<file path="src/rtl/cache_block_server.sv">
// cache_block_server: memory-side responder for the cache manager's block
// interface. Each accepted block request is serialised into BLOCK_SIZE
// ascending single-word accesses on a 32-bit req/ack backing-memory port.
//
// Handshakes:
//   Request side: ram_en is sampled only in IDLE. Its acceptance latches
//   the address, the direction and (for writes) the block. ram_ready pulses
//   for one cycle in DONE when the whole block has been transferred.
//   Memory side: mem_req is the valid signal and mem_ack is the ready
//   signal. A word moves on a cycle with mem_req=1 and mem_ack=1.
//   mem_addr, mem_we and mem_wdata stay stable while mem_req=1 and
//   mem_ack=0. mem_ack is ignored while mem_req=0.
module cache_block_server #(
    parameter int OFFSET_WIDTH = 3,
    parameter int BLOCK_SIZE   = 1 << OFFSET_WIDTH,
    parameter int ADDR_WIDTH   = 30
) (
    input  logic                    clk,
    input  logic                    rst,
    input  logic                    ram_en,
    input  logic                    ram_write,
    input  logic [ADDR_WIDTH-1:0]   ram_addr,
    input  logic [32*BLOCK_SIZE-1:0] data_wb,
    output logic [32*BLOCK_SIZE-1:0] data_to_cache,
    output logic                    ram_ready,
    output logic                    mem_req,
    output logic                    mem_we,
    output logic [ADDR_WIDTH-1:0]   mem_addr,
    output logic [31:0]             mem_wdata,
    input  logic [31:0]             mem_rdata,
    input  logic                    mem_ack,
    output logic [1:0]              state_dbg
);

    localparam int BASE_W = ADDR_WIDTH - OFFSET_WIDTH;

    typedef enum logic [1:0] {
        IDLE = 2'd0,
        XFER = 2'd1,
        DONE = 2'd2
    } state_t;

    state_t                   state;
    state_t                   state_nxt;
    logic [OFFSET_WIDTH-1:0]  counter;
    logic [BASE_W-1:0]        base;
    logic                     op;
    logic [32*BLOCK_SIZE-1:0] wb_buf;
    logic                     accept;
    logic                     word_done;
    logic                     last_word;
    logic                     unused_offset;

    // The offset bits of the request address are ignored because blocks
    // are always aligned.
    assign unused_offset = ^ram_addr[OFFSET_WIDTH-1:0];

    assign last_word = (counter == {OFFSET_WIDTH{1'b1}});
    assign mem_addr  = {base, counter};
    assign mem_wdata = wb_buf[32*counter +: 32];
    assign state_dbg = state;

    // State register. Reset abandons any in-flight transfer.
    always_ff @(posedge clk or negedge rst) begin
        if (!rst) begin
            state <= IDLE;
        end else begin
            state <= state_nxt;
        end
    end

    // Next state and the control outputs decoded from the current state.
    always_comb begin
        state_nxt = state;
        ram_ready = 1'b0;
        mem_req   = 1'b0;
        mem_we    = 1'b0;
        accept    = 1'b0;
        word_done = 1'b0;
        case (state)
            IDLE: begin
                if (ram_en) begin
                    accept    = 1'b1;
                    state_nxt = XFER;
                end
            end
            XFER: begin
                mem_req = 1'b1;
                mem_we  = op;
                if (mem_ack) begin
                    word_done = 1'b1;
                    if (last_word) begin
                        state_nxt = DONE;
                    end
                end
            end
            DONE: begin
                ram_ready = 1'b1;
                state_nxt = IDLE;
            end
            default: begin
                state_nxt = IDLE;
            end
        endcase
    end

    // Datapath: latch the request on accept, step the word counter on each
    // acknowledged word, and fill the refill block during reads.
    always_ff @(posedge clk or negedge rst) begin
        if (!rst) begin
            counter       <= '0;
            base          <= '0;
            op            <= 1'b0;
            wb_buf        <= '0;
            data_to_cache <= '0;
        end else begin
            if (accept) begin
                base    <= ram_addr[ADDR_WIDTH-1:OFFSET_WIDTH];
                op      <= ram_write;
                counter <= '0;
                if (ram_write) begin
                    wb_buf <= data_wb;
                end
            end else if (word_done) begin
                if (!op) begin
                    data_to_cache[32*counter +: 32] <= mem_rdata;
                end
                counter <= last_word ? '0 : counter + 1'b1;
            end
        end
    end

endmodule

</file>
<file path="config.mk">
export PLATFORM = sky130hd
export DESIGN_NAME = cache_block_server
export DESIGN_NICKNAME = d
export VERILOG_FILES = /design/src/rtl/cache_block_server.sv
export SDC_FILE = /design/constraint.sdc
export NUM_CORES = 1
export LEC_CHECK = 0
export CAP_MARGIN = 25
export CELL_PAD_IN_SITES_DETAIL_PLACEMENT = 0
export CELL_PAD_IN_SITES_GLOBAL_PLACEMENT = 1
export CORE_AREA = 2 2 292 294
export CTS_CLUSTER_DIAMETER = 200
export DETAILED_ROUTE_END_ITERATION = 10
export DIE_AREA = 0 0 294 296
export HOLD_SLACK_MARGIN = 0.1
export PLACE_DENSITY_LB_ADDON = 0.1
export REMOVE_ABC_BUFFERS = 1
export SYNTH_ARGS = -nofsm -noshare
export SYNTH_HDL_FRONTEND = slang
export SYNTH_SLANG_ARGS = --single-unit
</file>
<file path="constraint.sdc">
create_clock -name clk -period 4 [get_ports clk]
set_input_delay 0.6 -clock clk [delete_from_list [all_inputs] [get_ports clk]]
set_output_delay 0.6 -clock clk [all_outputs]
set_load 0.01 [all_outputs]
</file>
==> impl_metrics.yaml <==
outcome:
  outcome: "finished, final reports clean"
worst_setup_path:
  crit_fanout: 58
  crit_path_top_delay_cell: "dfrtp_4"
  arrival_ns: 3.07
  crit_chain: "buf_12, mux4_2, nand2_1, nand2_1, clkdlybuf4s50_1"
  cp.depth: 5
  crit_path_start_kind: "flip-flop"
  end_kind: "primary output"
  cp_num_buf_inv: 2
  critPathKind: "flip-flop to primary output"
  cp_top_family: "buffers and inverters"
  max_stage_delay_ns: 0.65
  worstRegToRegCells: 7
  crit_required_ns: 3.40
  crit_top_cell: "nand2_1"
floorplanning:
  die_w_um: 294
  dieArea_sq_um: 87020
  start_util_pct: 27.74
  die_height_um: 296
  rows: 107
  ios: 646
  coreArea_sq_um: 84210
final_layout:
  areaGrowthSynthToFinish_pct: 43.86
  finalNetCount: 2627
  drive_gt1_share_pct: 27.59
  fin_util_pct: 39.91
cts:
  cts_inserted_buffers: 68
  clock-sinks: 545
  cts-root-buf: "clkbuf_16"
  ctsResizeCount: 0
  clkTransAtPathRegs_ns: 0.05
  h-tree-depth: 3
  clk_path_buf_depth: 3
  cts_tree: "done"
  cts_hold_buf: 1
  cts_setup_buffers: 0
  clock_latency_ns: 0.60
sta:
  relSlewSlack_pct: 50.63
  period_minus_slack_ns: 3.671
  clock.fmax_ghz: 0.2724
  hold_viol: 0
  skew_ns: 0.02405
  slew_violations: 0
  period_share_pct: 91.77
  setup_tns_ns: 0
  worst_slew_pin_slew_ns: 0.7406
  setup_viol_count_final: 0
  rsz0062_at_grt: "no"
  fin_ws_ns: 0.3291
place:
  place_ws_ns: 0.7476
  io_buffers: 642
  hpwlAfterDp_um: 55410
  globalplace.congestion: 0.7532
hold_path:
  hold_depth: 1
  hold_class: "flip-flop to flip-flop"
routing:
  wl_per_cell_um: 22.89
  drtPass1Iterations: 4
  postRouteWirelength_um: 79050
  viasPerCell: 4.508
  routed-via-count: 15570
  antenna_violating_nets_post_route: 0
  first_iter_violations: 441
  route.detailed.drc: 0
grt:
  track_usage_pct: 17.92
  grt_pass1_vias: 16960
  gr-total-overflow: 0
  grt_pass1_wl_um: 114800
  grt_max_degree: 121
  antenna_found_initial: 31
yosys:
  postSynthCellCount: 1647
  synth_seq_cells: 545
  ys_warn_count: 0
  ys_types: 34
  syn_area_sq_um: 23360
  syn_area_per_cell_sq_um: 14.18
  yosysSeqAreaShare_pct: 58.38
job:
  cap_violations: 0
power_and_ir_drop:
  power.total_mw: 26.95
  powerDensity_nw_per_um2: 801.9
  p_leak_nw: 14.50
  ir_worst_vdd_v: 0.0004166
per-stage QoR:
step | std cells | area (sq um) | hold slack [ns]
after detailed placement | 3318 | 31190 | 0.4790
after CTS | 3439 | 33570 | 0.4920
after floorplan | 1549 | 22890 | 0.3044
after global routing | 3451 | 33600 | 0.5093
after global placement | 3318 | 31190 | 0.4720
final | 3453 | 33610 | 0.4859
cell usage after synthesis, drive strengths merged:
master     n  share of area, %
inv      109               1.8
and2      28              0.75
nor3       1             0.043
nand4      1             0.027
a21o       1             0.032
nor2b      5              0.13
nand2    203               3.3
dfrtp    545                58
nand4b     2             0.075
and4bb     2              0.11
buf       77               1.7
nor4b      3              0.27
and3b      1             0.037
and4b      1             0.043
nor2       6             0.096
ha         5              0.27
nor4       2              0.12
nor3b      3              0.14
nand4bb    1             0.048
mux2i    105               4.5
nor4bb     1             0.043
and3      21              0.56
nand2b     1             0.027
mux2     435                21
a22o       2             0.075
clkbuf    21              0.34
a32o       1             0.043
mux4      64               6.2
power breakdown:
| group | switching [mW] | leakage, nW | internal (mW) |
|---|---|---|---|
| registers | 1.36 | 6.69 | 8.05 |
| clock network | 2.45 | 1.17 | 4.04 |
| logic | 4.79 | 6.64 | 6.25 |
cells by family after synthesis:
logic type | count (synthesis) | synth area share, %
flip-flops | 545 | 58.38
AND/OR/NAND/NOR | 282 | 5.779
buffers and inverters | 207 | 3.792
adder cells (fa/ha/maj) | 5 | 0.2678
AO/OA/AOI/OAI | 4 | 0.1500
multiplexers | 604 | 31.64
worst register-to-register path: stages (launching register included):
cell	delay, ns
dfrtp_4	0.65
inv_1	0.18
ha_1	0.26
ha_1	0.67
nand2_1	0.26
nor4b_4	0.36
buf_12	0.30
mux2_2	0.42
area by class of cell:
type / instances / area, sq um
fill: 7980 / 50600
multi-input combinational: 895 / 8876
antenna: 14 / 35.03
inverter: 109 / 409.1
clock inverter: 21 / 339.1
timing repair buffer: 680 / 6907
tap: 1090 / 1364
sequential: 545 / 13650
clock buffer: 99 / 2032
layer usage:
metal	vias up	wire length (um)	GRT usage, %	part of all wire, %
met1	7935	31600	21.17	40
met4	34	1754	5.936	2.2
li1	7021	-	-	-
met2	453	39030	30.26	49
met3	122	6448	6.430	8.2
met5	-	210	0	0.27
cells in the final DEF, fill, tap and decap left out, types with 2 or more instances in the layout:
cell / Yosys / layout
clkdlybuf4s50_1: 0 / 641
mux2_1: 11 / 11
a22o_1: 2 / 2
nor3b_4: 0 / 2
nand4b_1: 2 / 2
clkinv_8: 0 / 2
bufinv_16: 0 / 8
mux4_2: 64 / 64
buf_12: 0 / 15
dfrtp_4: 0 / 2
clkinv_2: 0 / 8
ha_1: 5 / 5
clkbuf_8: 0 / 15
nand2_1: 203 / 203
nor2b_1: 5 / 5
buf_4: 8 / 22
inv_6: 0 / 2
and2_1: 28 / 27
nor4b_4: 2 / 3
and3_1: 21 / 21
inv_1: 109 / 108
and4bb_2: 2 / 2
diode_2: 0 / 14
mux2_2: 424 / 424
dfrtp_1: 545 / 542
clkbuf_1: 21 / 13
nor2_1: 6 / 5
mux2i_1: 105 / 105
clkbuf_16: 0 / 71
final timing paths:
check	startpoint	endpoint	slack, ns
max	counter[0]	mem_wdata[22]	0.33
min	data_to_cache[179]	data_to_cache[179]	0.49
max reg2reg	counter[0]	data_to_cache[88]	0.79
min reg2reg	data_to_cache[179]	data_to_cache[179]	0.49
max in group asynchronous	rst	data_to_cache[207]	2.23
min in group asynchronous	rst	data_to_cache[13]	0.59
registers in the layout (all words and copies together), names as in the netlist:
register       count
wb_buf           256
state_dbg          2
base              27
op                 1
data_to_cache    256
counter            3
Power figures use the tool's default switching activity.
